### config.mk
export PLATFORM = sky130hd
export DESIGN_NAME = pix_word_unpack
export DESIGN_NICKNAME = d
export VERILOG_FILES = /design/src/rtl/pix_word_unpack.sv
export SDC_FILE = /design/constraint.sdc
export NUM_CORES = 1
export LEC_CHECK = 0
export BUFFER_PORTS_ARGS = -buffer_cell sky130_fd_sc_hd__buf_2
export CAP_MARGIN = 20
export CELL_PAD_IN_SITES_DETAIL_PLACEMENT = 0
export CELL_PAD_IN_SITES_GLOBAL_PLACEMENT = 1
export CORE_AREA = 4 4 88 90
export CTS_BUF_LIST = sky130_fd_sc_hd__clkbuf_2 sky130_fd_sc_hd__clkbuf_4 sky130_fd_sc_hd__clkbuf_8
export DETAILED_ROUTE_END_ITERATION = 12
export DIE_AREA = 0 0 92 94
export PLACE_DENSITY = 0.8
export SLEW_MARGIN = 20
export SYNTH_ARGS = -nofsm -noshare
export SYNTH_HDL_FRONTEND = slang
export SYNTH_SLANG_ARGS = --single-unit
export TNS_END_PERCENT = 5
### constraint.sdc
create_clock -name clk -period 1.78 [get_ports clk]
set_input_delay 0.178 -clock clk [delete_from_list [all_inputs] [get_ports clk]]
set_output_delay 0.178 -clock clk [all_outputs]
set_load 0.005 [all_outputs]
### src/rtl/pix_word_unpack.sv
// -----------------------------------------------------------------------------
// pix_word_unpack
//
// Purpose:
//   Sits on the read port of the pixel prefetch FIFO and, in the FIFO's read
//   clock domain, splits each popped packed word into c_IN_DATA_WIDTH /
//   c_PIX_WIDTH pixels. It emits one pixel per cycle on a valid/ready stream,
//   tagged with x/y coordinates and start-of-frame / end-of-line /
//   end-of-frame markers. Consumer backpressure throttles the FIFO via
//   fifo_rd_en.
//
// Ports:
//   clk          : single clock (the FIFO read clock)
//   rst          : asynchronous, active-high reset
//   fifo_rd_data : packed word from the FIFO
//   fifo_rd_vld  : FIFO has a word available
//   fifo_rd_en   : pop request; a word is taken when fifo_rd_vld & fifo_rd_en
//   resync       : one-cycle pulse, drops the held word and restarts at 0/0
//   pix_data     : current pixel (lane 0 = word LSBs, emitted first)
//   pix_vld      : pixel valid
//   pix_rdy      : consumer ready; pixel accepted when pix_vld & pix_rdy
//   pix_x/pix_y  : column/row of the current pixel
//   pix_sof      : pixel at x=0, y=0
//   pix_eol      : pixel at the last column
//   pix_eof      : pixel at the last column of the last row
//   frame_done   : registered pulse, the cycle after the eof pixel is accepted
// -----------------------------------------------------------------------------
module pix_word_unpack #(
   parameter int c_IN_DATA_WIDTH = 32,
   parameter int c_PIX_WIDTH     = 16,
   parameter int c_IMG_WIDTH     = 640,
   parameter int c_IMG_HEIGHT    = 480,
   parameter int c_X_WIDTH       = 11,
   parameter int c_Y_WIDTH       = 11
) (
   input  logic                       clk,
   input  logic                       rst,
   input  logic [c_IN_DATA_WIDTH-1:0] fifo_rd_data,
   input  logic                       fifo_rd_vld,
   output logic                       fifo_rd_en,
   input  logic                       resync,
   output logic [c_PIX_WIDTH-1:0]     pix_data,
   output logic                       pix_vld,
   input  logic                       pix_rdy,
   output logic [c_X_WIDTH-1:0]       pix_x,
   output logic [c_Y_WIDTH-1:0]       pix_y,
   output logic                       pix_sof,
   output logic                       pix_eol,
   output logic                       pix_eof,
   output logic                       frame_done
);

   localparam int c_RATIO      = c_IN_DATA_WIDTH / c_PIX_WIDTH;
   // A one-bit lane register is kept even for R=1; it simply stays at zero.
   localparam int c_LANE_WIDTH = (c_RATIO > 1) ? $clog2(c_RATIO) : 1;

   localparam logic [c_LANE_WIDTH-1:0] c_LANE_LAST = c_LANE_WIDTH'(c_RATIO - 1);
   localparam logic [c_LANE_WIDTH-1:0] c_LANE_ZERO = c_LANE_WIDTH'(0);
   localparam logic [c_LANE_WIDTH-1:0] c_LANE_ONE  = c_LANE_WIDTH'(1);
   localparam logic [c_X_WIDTH-1:0]    c_X_LAST    = c_X_WIDTH'(c_IMG_WIDTH - 1);
   localparam logic [c_X_WIDTH-1:0]    c_X_ZERO    = c_X_WIDTH'(0);
   localparam logic [c_X_WIDTH-1:0]    c_X_ONE     = c_X_WIDTH'(1);
   localparam logic [c_Y_WIDTH-1:0]    c_Y_LAST    = c_Y_WIDTH'(c_IMG_HEIGHT - 1);
   localparam logic [c_Y_WIDTH-1:0]    c_Y_ZERO    = c_Y_WIDTH'(0);
   localparam logic [c_Y_WIDTH-1:0]    c_Y_ONE     = c_Y_WIDTH'(1);

   logic [c_IN_DATA_WIDTH-1:0] word_r;
   logic                       hold_vld_r;
   logic [c_LANE_WIDTH-1:0]    lane_r;
   logic [c_X_WIDTH-1:0]       x_r;
   logic [c_Y_WIDTH-1:0]       y_r;
   logic                       frame_done_r;

   logic                       acc_s;
   logic                       last_s;
   logic                       rd_en_s;
   logic                       pop_s;
   logic                       x_last_s;
   logic                       y_last_s;
   logic                       eof_s;
   logic [c_PIX_WIDTH-1:0]     pix_data_s;

   // Handshake decode: accept, last lane, FIFO pop and position markers.
   always_comb begin
      acc_s    = hold_vld_r & pix_rdy;
      last_s   = (lane_r == c_LANE_LAST);
      // Pop when nothing is held, or when the last lane leaves this cycle so
      // the next word lands without a bubble. resync suppresses the pop.
      rd_en_s  = ~resync & (~hold_vld_r | (acc_s & last_s));
      pop_s    = fifo_rd_vld & rd_en_s;
      x_last_s = (x_r == c_X_LAST);
      y_last_s = (y_r == c_Y_LAST);
      eof_s    = hold_vld_r & x_last_s & y_last_s;
   end

   // Lane select: pick the c_PIX_WIDTH slice of the held word addressed by lane_r.
   always_comb begin
      pix_data_s = word_r[c_PIX_WIDTH-1:0];
      for (int i = 1; i < c_RATIO; i++) begin
         pix_data_s = (lane_r == c_LANE_WIDTH'(i)) ?
                      word_r[i*c_PIX_WIDTH +: c_PIX_WIDTH] : pix_data_s;
      end
   end

   // Held word, lane pointer, coordinate counters and frame_done pulse.
   always_ff @(posedge clk or posedge rst) begin
      if (rst) begin
         word_r       <= {c_IN_DATA_WIDTH{1'b0}};
         hold_vld_r   <= 1'b0;
         lane_r       <= c_LANE_ZERO;
         x_r          <= c_X_ZERO;
         y_r          <= c_Y_ZERO;
         frame_done_r <= 1'b0;
      end else if (resync) begin
         // resync outranks everything: any accept this cycle is discarded.
         hold_vld_r   <= 1'b0;
         lane_r       <= c_LANE_ZERO;
         x_r          <= c_X_ZERO;
         y_r          <= c_Y_ZERO;
         frame_done_r <= 1'b0;
      end else begin
         // A pop on the last-lane accept reloads rather than clears.
         if (pop_s) begin
            word_r     <= fifo_rd_data;
            hold_vld_r <= 1'b1;
            lane_r     <= c_LANE_ZERO;
         end else if (acc_s) begin
            if (last_s) begin
               hold_vld_r <= 1'b0;
               lane_r     <= c_LANE_ZERO;
            end else begin
               lane_r <= lane_r + c_LANE_ONE;
            end
         end

         if (acc_s) begin
            if (x_last_s) begin
               x_r <= c_X_ZERO;
               y_r <= y_last_s ? c_Y_ZERO : (y_r + c_Y_ONE);
            end else begin
               x_r <= x_r + c_X_ONE;
            end
         end

         frame_done_r <= acc_s & eof_s;
      end
   end

   // Output mapping: everything except fifo_rd_en comes straight from registers.
   always_comb begin
      fifo_rd_en = rd_en_s;
      pix_vld    = hold_vld_r;
      pix_data   = pix_data_s;
      pix_x      = x_r;
      pix_y      = y_r;
      // Markers are gated by hold_vld so that idle/reset shows all-zero outputs.
      pix_sof    = hold_vld_r & (x_r == c_X_ZERO) & (y_r == c_Y_ZERO);
      pix_eol    = hold_vld_r & x_last_s;
      pix_eof    = eof_s;
      frame_done = frame_done_r;
   end

endmodule

==> metrics.md <==
| Metric | Value |
|---|---|
| Placed cell areas | `0.00355 mm2` |
| Worst path required time | `2.03 ns` |
| Syn avg cell area | `11.7 um2` |
| Final wirelength | `7080 um` |
| Die ar. | `0.00865 mm2` |
| Diodes inserted | `0` |
| Mapped Cells | `244` |
| CTS H-tree lvls | `3` |
| F_max | `0.554 GHz` |
| Simple-Gate Fraction of Synth Area | `0.155` |
| First-pass detailed-route iteration total | `5` |
| Maxcap violations | `0` |
| Grt ovf | `0` |
| Tcrit/Tclk final | `1.01` |
| Xor/xnor cell area share of the yosys netlist | `0.0245` |
| IO buf count | `80` |
| Die height | `94 um` |
| Multi-input combinational cell area | `0.00141 mm2` |
| Failing checks | `setup timing` |
| Internal power | `0.00261 W` |
| Crit Path Category | `reg2reg` |
| Metal3 WL | `366 um` |
| DPL Wire Length | `5020 um` |
| Total Nets Final | `402` |
| Synth Flop Type | `dfrtp_1` |
| Main area contributors after synthesis | `dfrtp_1, mux2_2, a31oi_1` |
| Top cell type by total area after synthesis | `dfrtp_1` |
| Fin. Hold Viols | `0` |
| Share of cells above drive strength 1 | `0.546` |
| Fillers | `645` |
| Largest net degree at the start of global routing | `32` |
| Critical Path Sink Type | `flop` |
| Register area | `0.00143 mm2` |
| Post-synth top cells | `dfrtp_1, mux2_2, nand2_1` |
| Synth Area in Adders | `0.0175` |
| Die width | `92 um` |
| Final Cell Area | `0.00394 mm2` |
| Max Fanout on Critical Path | `5` |
| DR iter-0 viols | `50` |
| EDFF count, synth | `0` |
| Top-count cell post-synth | `dfrtp_1` |
| Clk pwr share | `0.405` |
| Tmin final | `1.81 ns` |
| Met2 wire length | `3350 um` |
| Final WS setup | `-0.0251 ns` |
| RePlAce Congestion | `0.772` |
| Max layer used | `met4` |
| Slew Viols, Final | `0` |
| Detailed-route DRC error count | `0` |
| Crit path max-delay family | `simple AND/OR/NAND/NOR gates` |
| Register area share after synthesis | `0.499` |
| Comb power frac | `0.151` |
| Total track usage | `0.171` |
| Part of the power in registers | `0.443` |
| Syn. warnings | `0` |
| CTS tree | `yes` |
| Leak | `1.84 nW` |
| Largest family of logic cells by synthesized area | `multiplexers` |
| Root Buffer | `clkbuf_8` |
| Worst EP arrival | `2.05 ns` |
| Initial antenna violation count | `0` |
| NetSw | `0.000798 W` |
| Initial Util | `0.405` |
| Clock skew | `0.00802 ns` |
| Crit path cell chain | `or3_4 > buf_6 > nor4_4 > buf_4 > nand2b_4 > o31ai_2` |
| Flops & latches, synth | `57` |
| Vias per Instance | `5.05` |
| IO Pins | `81` |
| CP Launch Type | `flop` |
| Slew HR | `0.619` |
| CTS Buf Count | `9` |
| Core area | `0.00706 mm2` |
| Least-Margin Pin Slew | `0.571 ns` |
| Setup Viol. Count Final | `4` |
| Wire length per cell | `15.2 um` |
| Worst path buffer plus inverter count | `2` |
| Remaining antenna violation count | `0` |
| Async SR Flop Fraction | `1.00` |
| Unrepaired setup endpoints after global routing | `true` |
| Synth Cell Area | `0.00286 mm2` |
| Top cell type's share of synthesized area | `0.499` |
| Placement Rows | `31` |
| Mapped Nets | `285` |
| Met1 WL | `3280 um` |
| Worst ir drop on vdd | `0.000397 V` |
| CTS sink cnt | `57` |
| CP max-delay cell | `or3_4` |
| Clock latency at the later pin of the worst-skew pair | `0.33 ns` |
| CP peak stage delay | `0.42 ns` |
| Number of global-route vias before repair | `2,407` |
| Vias | `2,349` |
| Mux contribution to synthesized area | `0.193` |
| Synth unique cells | `40` |
| Synth Area in Compound Gates | `0.0770` |
| Power Density | `867 mW/mm2` |
| Clock-pin slew on the worst setup and hold paths | `0.07 ns` |
| Worst hold slack | `0.0696 ns` |
| Max clock buf depth | `2` |
| Hold WC Path Type | `in2reg` |
| Area delta synth->final | `37.6%` |
| Outcome | `complete, but fails checks` |
| Switch share | `0.234` |
| First-pass GRT wire length | `11,600 um` |
[cell usage in the layout (no fill, tap or decap), drive strengths merged, types with 2 or more instances in the layout]
cell    count
bufinv      2
and4        4
nand4       8
a21oi       3
dfrtp      57
xnor2       5
clkbuf     11
nor4        7
buf       115
and2        3
inv         7
clkinv      2
ha          4
mux2       48
o211ai      4
xor2        3
nor3        7
o31ai       5
o21ai       5
a31oi      11
and3        6
or3         2
nand3       6
nand2      17
nand2b      4
nor2       11
[power groups by stage]
stage	sequential (W)	combinational [W]	clock, W
2_1_floorplan	0.00152	0.000323	0
3_3_place_gp	0.00152	0.000512	0
3_5_place_dp	0.00154	0.000521	0
4_1_cts	0.00151	0.000526	0.00141
5_1_grt	0.00153	0.000576	0.00146
6_report	0.00151	0.000516	0.00138
[flip-flops by register name, summed over array words and instances (netlist names)]
register / cells
frame_done: 1
word_r: 32
lane_r: 1
pix_y: 11
pix_vld: 1
pix_x: 11
[logic make-up (layout without fill, tap and decap cells)]
family          after synthesis  count (layout)
compound gates               31              31
buf+inv                      17             139
flops                        57              57
simple gates                 78              78
fa+ha+maj                     4               4
mux                          49              49
xor+xnor                      8               8
[routing by layer]
metal / track usage / vias to the layer above
met5: 0 / -
met4: 0.0705 / 0
met3: 0.0321 / 6
met1: 0.230 / 1143
li1: - / 1132
met2: 0.271 / 68
[worst paths after layout]
check	from	endpoint	slack (ns)	depth (start not counted)
max reg2reg	pix_x[7]	pix_y[2]	-0.03	6
max in group asynchronous	rst	pix_x[0]	0.76	4
max	pix_x[7]	pix_y[2]	-0.03	6
min in group asynchronous	rst	word_r[10]	0.45	3
min reg2reg	word_r[17]	word_r[17]	0.50	1
min	fifo_rd_vld	pix_vld	0.07	3
[worst reg2reg max path, stage by stage (launching register included)]
cell and delay [ns]:
dfrtp_1 0.40, or3_4 0.42, buf_6 0.13, nor4_4 0.29
buf_4 0.19, nand2b_4 0.10, o31ai_2 0.18
[area by class of cell]
cell class	count	area share
Clock buffer	11	0.0385
Timing Repair Buffer	116	0.183
Multi-Input combinational cell	170	0.358
Clock inverter	5	0.0197
Sequential cell	57	0.362
Inverter	7	0.00668
Tap cell	99	0.0315
[timing repair]
| action | 4_1_cts | 5_1_grt |
|---|---|---|
| hold endpoints to repair | 26 | 0 |
| endpoints found under the setup margin | 2 | 13 |
| setup buffers | 6 | 2 |
| hold buffers | 1 | 0 |
| pin swaps | 6 | 8 |
| gates resized for setup | 8 | 10 |
[through the flow]
step                      setup WS, ns  setup TNS [ns]  power (W)  std cells   util
final                          -0.0251         -0.0610    0.00341        465  0.557
after global routing           -0.0966          -0.534    0.00357        465  0.557
after CTS                     -0.00881        -0.00881    0.00345        463  0.548
after detailed placement         0.126               0    0.00206        440  0.503
after global placement           0.151               0    0.00203        440  0.503
after floorplan                  0.106               0    0.00184        244      -
Note: power is estimated with default switching activity, not from simulation.
